File: config.mk
export PLATFORM = sky130hd
export DESIGN_NAME = truth_table_sweeper
export DESIGN_NICKNAME = d
export VERILOG_FILES = /design/src/rtl/tt_pkg.sv /design/src/rtl/settle_timer.sv /design/src/rtl/truth_table_sweeper.sv
export SDC_FILE = /design/constraint.sdc
export NUM_CORES = 1
export LEC_CHECK = 0
export BUFFER_PORTS_ARGS = -buffer_cell sky130_fd_sc_hd__buf_2
export CAP_MARGIN = 10
export CORE_AREA = 5 5 74 76
export DETAILED_ROUTE_END_ITERATION = 6
export DIE_AREA = 0 0 79 81
export HOLD_SLACK_MARGIN = 0.02
export SLEW_MARGIN = 20
export SYNTH_ARGS = -nofsm -noshare
export SYNTH_HDL_FRONTEND = slang
export SYNTH_SLANG_ARGS = --single-unit
File: constraint.sdc
create_clock -name clk -period 2.55 [get_ports clk]
set_input_delay 0.1275 -clock clk [delete_from_list [all_inputs] [get_ports clk]]
set_output_delay 0.1275 -clock clk [all_outputs]
set_load 0.02 [all_outputs]
File: src/rtl/tt_pkg.sv
// Shared types and sizing helpers for the truth-table sweeper.
package tt_pkg;

    // Sweep controller states.
    typedef enum logic [1:0] {
        IDLE  = 2'd0,
        DRIVE = 2'd1,
        DONE  = 2'd2
    } state_t;

    // Number of input vectors (truth-table rows) for n_in inputs.
    function automatic int nvec(input int n_in);
        return 1 << n_in;
    endfunction

    // Width of the settle counter: holds 0..settle-1, never narrower than 1 bit.
    function automatic int settle_w(input int settle);
        return (settle <= 2) ? 1 : $clog2(settle);
    endfunction

endpackage

File: src/rtl/settle_timer.sv
// Settle timer: counts the hold cycles of one vector and flags the last one.
// tc is high during the final cycle of the hold, so the edge that ends the
// cycle is the sampling edge for the expression output.
module settle_timer
    import tt_pkg::*;
#(
    parameter int SETTLE = 2,
    parameter int W      = settle_w(SETTLE)
) (
    input  logic clk,
    input  logic rst,
    input  logic clear,
    input  logic en,
    output logic tc
);

    localparam logic [W-1:0] LAST = W'(SETTLE - 1);

    logic [W-1:0] cnt;

    assign tc = en && (cnt == LAST);

    // Count while enabled, wrap to zero on terminal count, clear outside a sweep.
    always_ff @(posedge clk) begin
        if (rst || clear) begin
            cnt <= '0;
        end else if (en) begin
            cnt <= tc ? '0 : cnt + 1'b1;
        end
    end

endmodule

File: src/rtl/truth_table_sweeper.sv
// Truth-table sweeper: walks every input vector through an external
// combinational expression, captures F per vector after it settles,
// and compares the captured table against an expected table latched at start.
module truth_table_sweeper
    import tt_pkg::*;
#(
    parameter int N_IN   = 3,
    parameter int SETTLE = 2
) (
    input  logic                 clk,
    input  logic                 rst,
    input  logic                 start,
    input  logic [2**N_IN-1:0]   expected,
    input  logic                 f_in,
    output logic [N_IN-1:0]      vec_out,
    output logic                 busy,
    output logic                 done,
    output logic [2**N_IN-1:0]   table_out,
    output logic [N_IN:0]        err_count,
    output logic                 mismatch
);

    localparam int              NV       = nvec(N_IN);
    localparam logic [N_IN-1:0] LAST_VEC = N_IN'(NV - 1);

    state_t          state;
    logic [NV-1:0]   exp_l;
    logic            tc;
    logic            miss;
    logic [N_IN:0]   err_next;

    // Hold timer runs only while driving; it is parked at zero otherwise so
    // every sweep starts with a full hold on vector 0.
    settle_timer #(
        .SETTLE (SETTLE)
    ) u_timer (
        .clk   (clk),
        .rst   (rst),
        .clear (state != DRIVE),
        .en    (state == DRIVE),
        .tc    (tc)
    );

    // Per-vector compare result and the running error count including it;
    // only ever consumed by registers on the sampling edge.
    always_comb begin
        miss     = f_in ^ exp_l[vec_out];
        err_next = err_count + {{N_IN{1'b0}}, miss};
    end

    // Sweep controller: accept start, step vectors on terminal count, pulse done.
    always_ff @(posedge clk) begin
        if (rst) begin
            state     <= IDLE;
            exp_l     <= '0;
            vec_out   <= '0;
            busy      <= 1'b0;
            done      <= 1'b0;
            table_out <= '0;
            err_count <= '0;
            mismatch  <= 1'b0;
        end else begin
            case (state)
                IDLE: begin
                    done <= 1'b0;
                    // Results from the previous sweep persist until a new start.
                    if (start) begin
                        exp_l     <= expected;
                        vec_out   <= '0;
                        table_out <= '0;
                        err_count <= '0;
                        mismatch  <= 1'b0;
                        busy      <= 1'b1;
                        state     <= DRIVE;
                    end
                end

                DRIVE: begin
                    if (tc) begin
                        table_out[vec_out] <= f_in;
                        err_count          <= err_next;
                        if (vec_out == LAST_VEC) begin
                            // Last row captured: vec_out stays on it through DONE.
                            busy     <= 1'b0;
                            done     <= 1'b1;
                            mismatch <= (err_next != '0);
                            state    <= DONE;
                        end else begin
                            vec_out <= vec_out + 1'b1;
                        end
                    end
                end

                DONE: begin
                    // One-cycle done pulse; start is ignored here.
                    done  <= 1'b0;
                    state <= IDLE;
                end

                default: begin
                    state <= IDLE;
                    busy  <= 1'b0;
                    done  <= 1'b0;
                end
            endcase
        end
    end

endmodule
==> results.sh <==
export IMPL_worst_slew_pin_slew_ns=0.571
export IMPL_routed_wl_mm=3.17
export IMPL_power_leakage_nw=0.710
export IMPL_ioPinCount=30
export IMPL_n_antenna_cell=0
export IMPL_min_path_cells=3
export IMPL_finalHoldViolations=0
export IMPL_antenna_found_initial=0
export IMPL_skew_ns=0.00369
export IMPL_critPathSlowestCell="dfxtp_1"
export IMPL_grt_use_total_pct=10.6
export IMPL_cp_cell_sequence="mux2i_1 > a22oi_1 > nand3_1 > xnor2_1 > ha_1 > ha_1 > nor4_1 > o32ai_1"
export IMPL_grt_pass1_wl_mm=5.42
export IMPL_vias=1193
export IMPL_cp_num_buf_inv=0
export IMPL_finalCritPeriodShare_pct=94.5
export IMPL_start_kind="register"
export IMPL_setup_tns_final_ns=0
export IMPL_cts_hold_buf=0
export IMPL_die_x_um=79
export IMPL_critPathKind="register to register"
export IMPL_cts_setup_buffers=0
export IMPL_cts_root_buf="clkbuf_8"
export IMPL_worst_slack_ns=0.140
export IMPL_initialDrtViolationCount=66
export IMPL_gp_congestion=0.851
export IMPL_slowest_delay_ns=0.68
export IMPL_cts_tree="yes"
export IMPL_worst_setup_path_end_kind="register"
export IMPL_cts_repair_resized=0
export IMPL_dieArea_mm2=0.00640
export IMPL_port_buffer_count=29
export IMPL_reg2reg_depth=8
export IMPL_nFillCells=508
export IMPL_timing_final_max_slew_violations=0
export IMPL_synthesis_instances=160
export IMPL_slew_limit_headroom_pct=61.9
export IMPL_critical_path_max_fanout=15
export IMPL_grt_pass1_vias=1204
export IMPL_drc=0
export IMPL_ys_async_sr_fraction_pct=0
export IMPL_hpwl_mm=2.31
export IMPL_regArea_um2=581
export IMPL_power_density_mw_per_mm2=590
export IMPL_firstDrtPassIters=4
export IMPL_cp_top_family="flip-flops"
export IMPL_yosys_register_bits=29
export IMPL_viasPerCell=4.95
export IMPL_avgRoutedWirePerCell_um=13.1
export IMPL_start_util_pct=29.6
export IMPL_rows=25
export IMPL_multi_input_area_um2=724
export IMPL_clkLatencyLatePin_ns=0.27
export IMPL_yosys_cell_types_count=34
export IMPL_path_clk_slew_ns=0.06
export IMPL_final_area_mm2=0.00164
export IMPL_syn_area_per_cell_um2=8.62
export IMPL_cp_common_cell="ha_1"
export IMPL_globalRoute_totalOverflow=0
export IMPL_area_growth_pct=19.1
export IMPL_nets=202
export IMPL_cp_depth=8
export IMPL_timing_fmax_mhz=415
export IMPL_ant_nets=0
export IMPL_core_mm2=0.00466
export IMPL_crit_required_ns=2.69
export IMPL_hold_class="input port to register"
export IMPL_status="finished, final reports clean"
export IMPL_synth_edf_count=0
export IMPL_setup_viol=0
export IMPL_yosys_warnings=0
export IMPL_die_h_um=81
export IMPL_holdWs_ns=0.0949
export IMPL_numCtsBuffers=5
export IMPL_pre_cts_ws_ns=0.208
export IMPL_postPlaceCellArea_mm2=0.00154
export IMPL_finalCriticalPeriod_ns=2.41
export IMPL_ys_seq_area_share_pct=42.1
export IMPL_vdd_ir_drop_max_v=0.000390
export IMPL_h_tree_depth=2
export IMPL_layout_drive_gt1_share_pct=21.4
export IMPL_grt_max_degree=30
export IMPL_arrival_ns=2.55
export IMPL_syn_area_mm2=0.00138
export IMPL_maxCapViolCount=0
export IMPL_cts_buffer_depth=2
export IMPL_rsz0062_at_grt="no"
export IMPL_cts_sinks=29
export IMPL_synthesis_nets=176
export IMPL_synthFlopType="dfxtp_1"
==> sequential cells by signal, summed over array words and instances, names as in the netlist <==
register,count
exp_l,8
table_out,8
err_count,4
vec_out,3
state,2
busy,1
done,1
mismatch,1
u_timer.cnt,1
==> power by group <==
part | internal, W | switching [W]
Clock | 0.000243 | 0.000166
Sequential | 0.000465 | 0.0000123
Combinational | 0.0000346 | 0.0000473
==> synth_stat cells (all sizes together) (2+ instances only) <==
cell | count | area, µm²
nand2 | 9 | 33.8
xnor2 | 2 | 17.5
o21ai | 11 | 55.1
clkbuf | 5 | 18.8
nand2b | 4 | 25.0
mux2i | 13 | 130
nand3b | 2 | 15.0
nor3 | 3 | 15.0
inv | 4 | 15.0
a21o | 2 | 15.0
and3b | 2 | 18.8
nor2b | 3 | 18.8
and2 | 2 | 12.5
nand4 | 2 | 12.5
nor2 | 18 | 75.1
dfxtp | 29 | 581
a22oi | 4 | 30.0
buf | 6 | 40.0
nand4b | 2 | 17.5
nand3 | 6 | 30.0
a21oi | 20 | 100
ha | 4 | 50.1
==> worst reg2reg max path: stages, from the launching register on <==
cell,delay (ns)
dfxtp_1,0.68
mux2i_1,0.16
a22oi_1,0.21
nand3_1,0.12
xnor2_1,0.15
ha_1,0.20
ha_1,0.30
nor4_1,0.32
o32ai_1,0.14
==> final cells by class <==
cell class	count	area share, %
clock buffers	7	5.87
flip-flops and latches	29	35.4
clock inverters	1	0.305
multi-input cells	116	44.1
well taps	54	4.12
inverters	4	0.915
repair buffers	30	9.30
==> cells by family after synthesis <==
logic type | after synthesis | synth area share (%)
buffers and inverters | 15 | 5.35
flip-flops | 29 | 42.1
XOR/XNOR | 3 | 1.91
adder cells (fa/ha/maj) | 4 | 3.63
AO/OA/AOI/OAI | 40 | 16.2
multiplexers | 13 | 9.44
AND/OR/NAND/NOR | 56 | 21.4
==> metrics by stage <==
step / util, % / instances / total power [W]
after CTS: 35.2 / 241 / 0.000981
after global placement: 33.0 / 233 / 0.000569
after detailed placement: 33.0 / 233 / 0.000571
after global routing: 35.2 / 241 / 0.00101
after floorplan: - / 160 / 0.000547
final: 35.2 / 241 / 0.000969
==> layer usage <==
metal  wire, µm  vias to the layer above  track usage [%]  part of all wire [%]
met5          0                        -                0                     0
met4         29                        0             3.09                  0.92
met3        172                        5             3.55                   5.4
met2       1430                       25             17.2                    45
met1       1530                      548             13.5                    48
li1           -                      615                -                     -
==> layout by cell type (no fill, tap or decap), types with 2 or more instances in the layout <==
cell type,synthesis,final
a21oi_1,20,20
nor2b_1,3,3
mux2i_1,13,13
dfxtp_1,29,29
nor2_1,17,17
nand4b_1,2,2
nand2_1,9,9
buf_2,2,29
inv_1,4,4
nand3b_1,2,2
ha_1,4,4
o21ai_0,11,11
nand4_1,2,2
nor3_1,3,3
clkbuf_8,0,7
xnor2_1,2,2
nand3_1,6,6
a22oi_1,4,4
and2_1,2,2
nand2b_1,4,4
a21o_1,2,2
==> final timing paths <==
kind	startpoint	endpoint	slack [ns]
setup reg to reg	vec_out[1]	mismatch	0.14
hold / removal	expected[5]	exp_l[5]	0.09
setup / recovery	vec_out[1]	mismatch	0.14
hold reg to reg	done	done	0.47
Power figures use the tool's default switching activity.
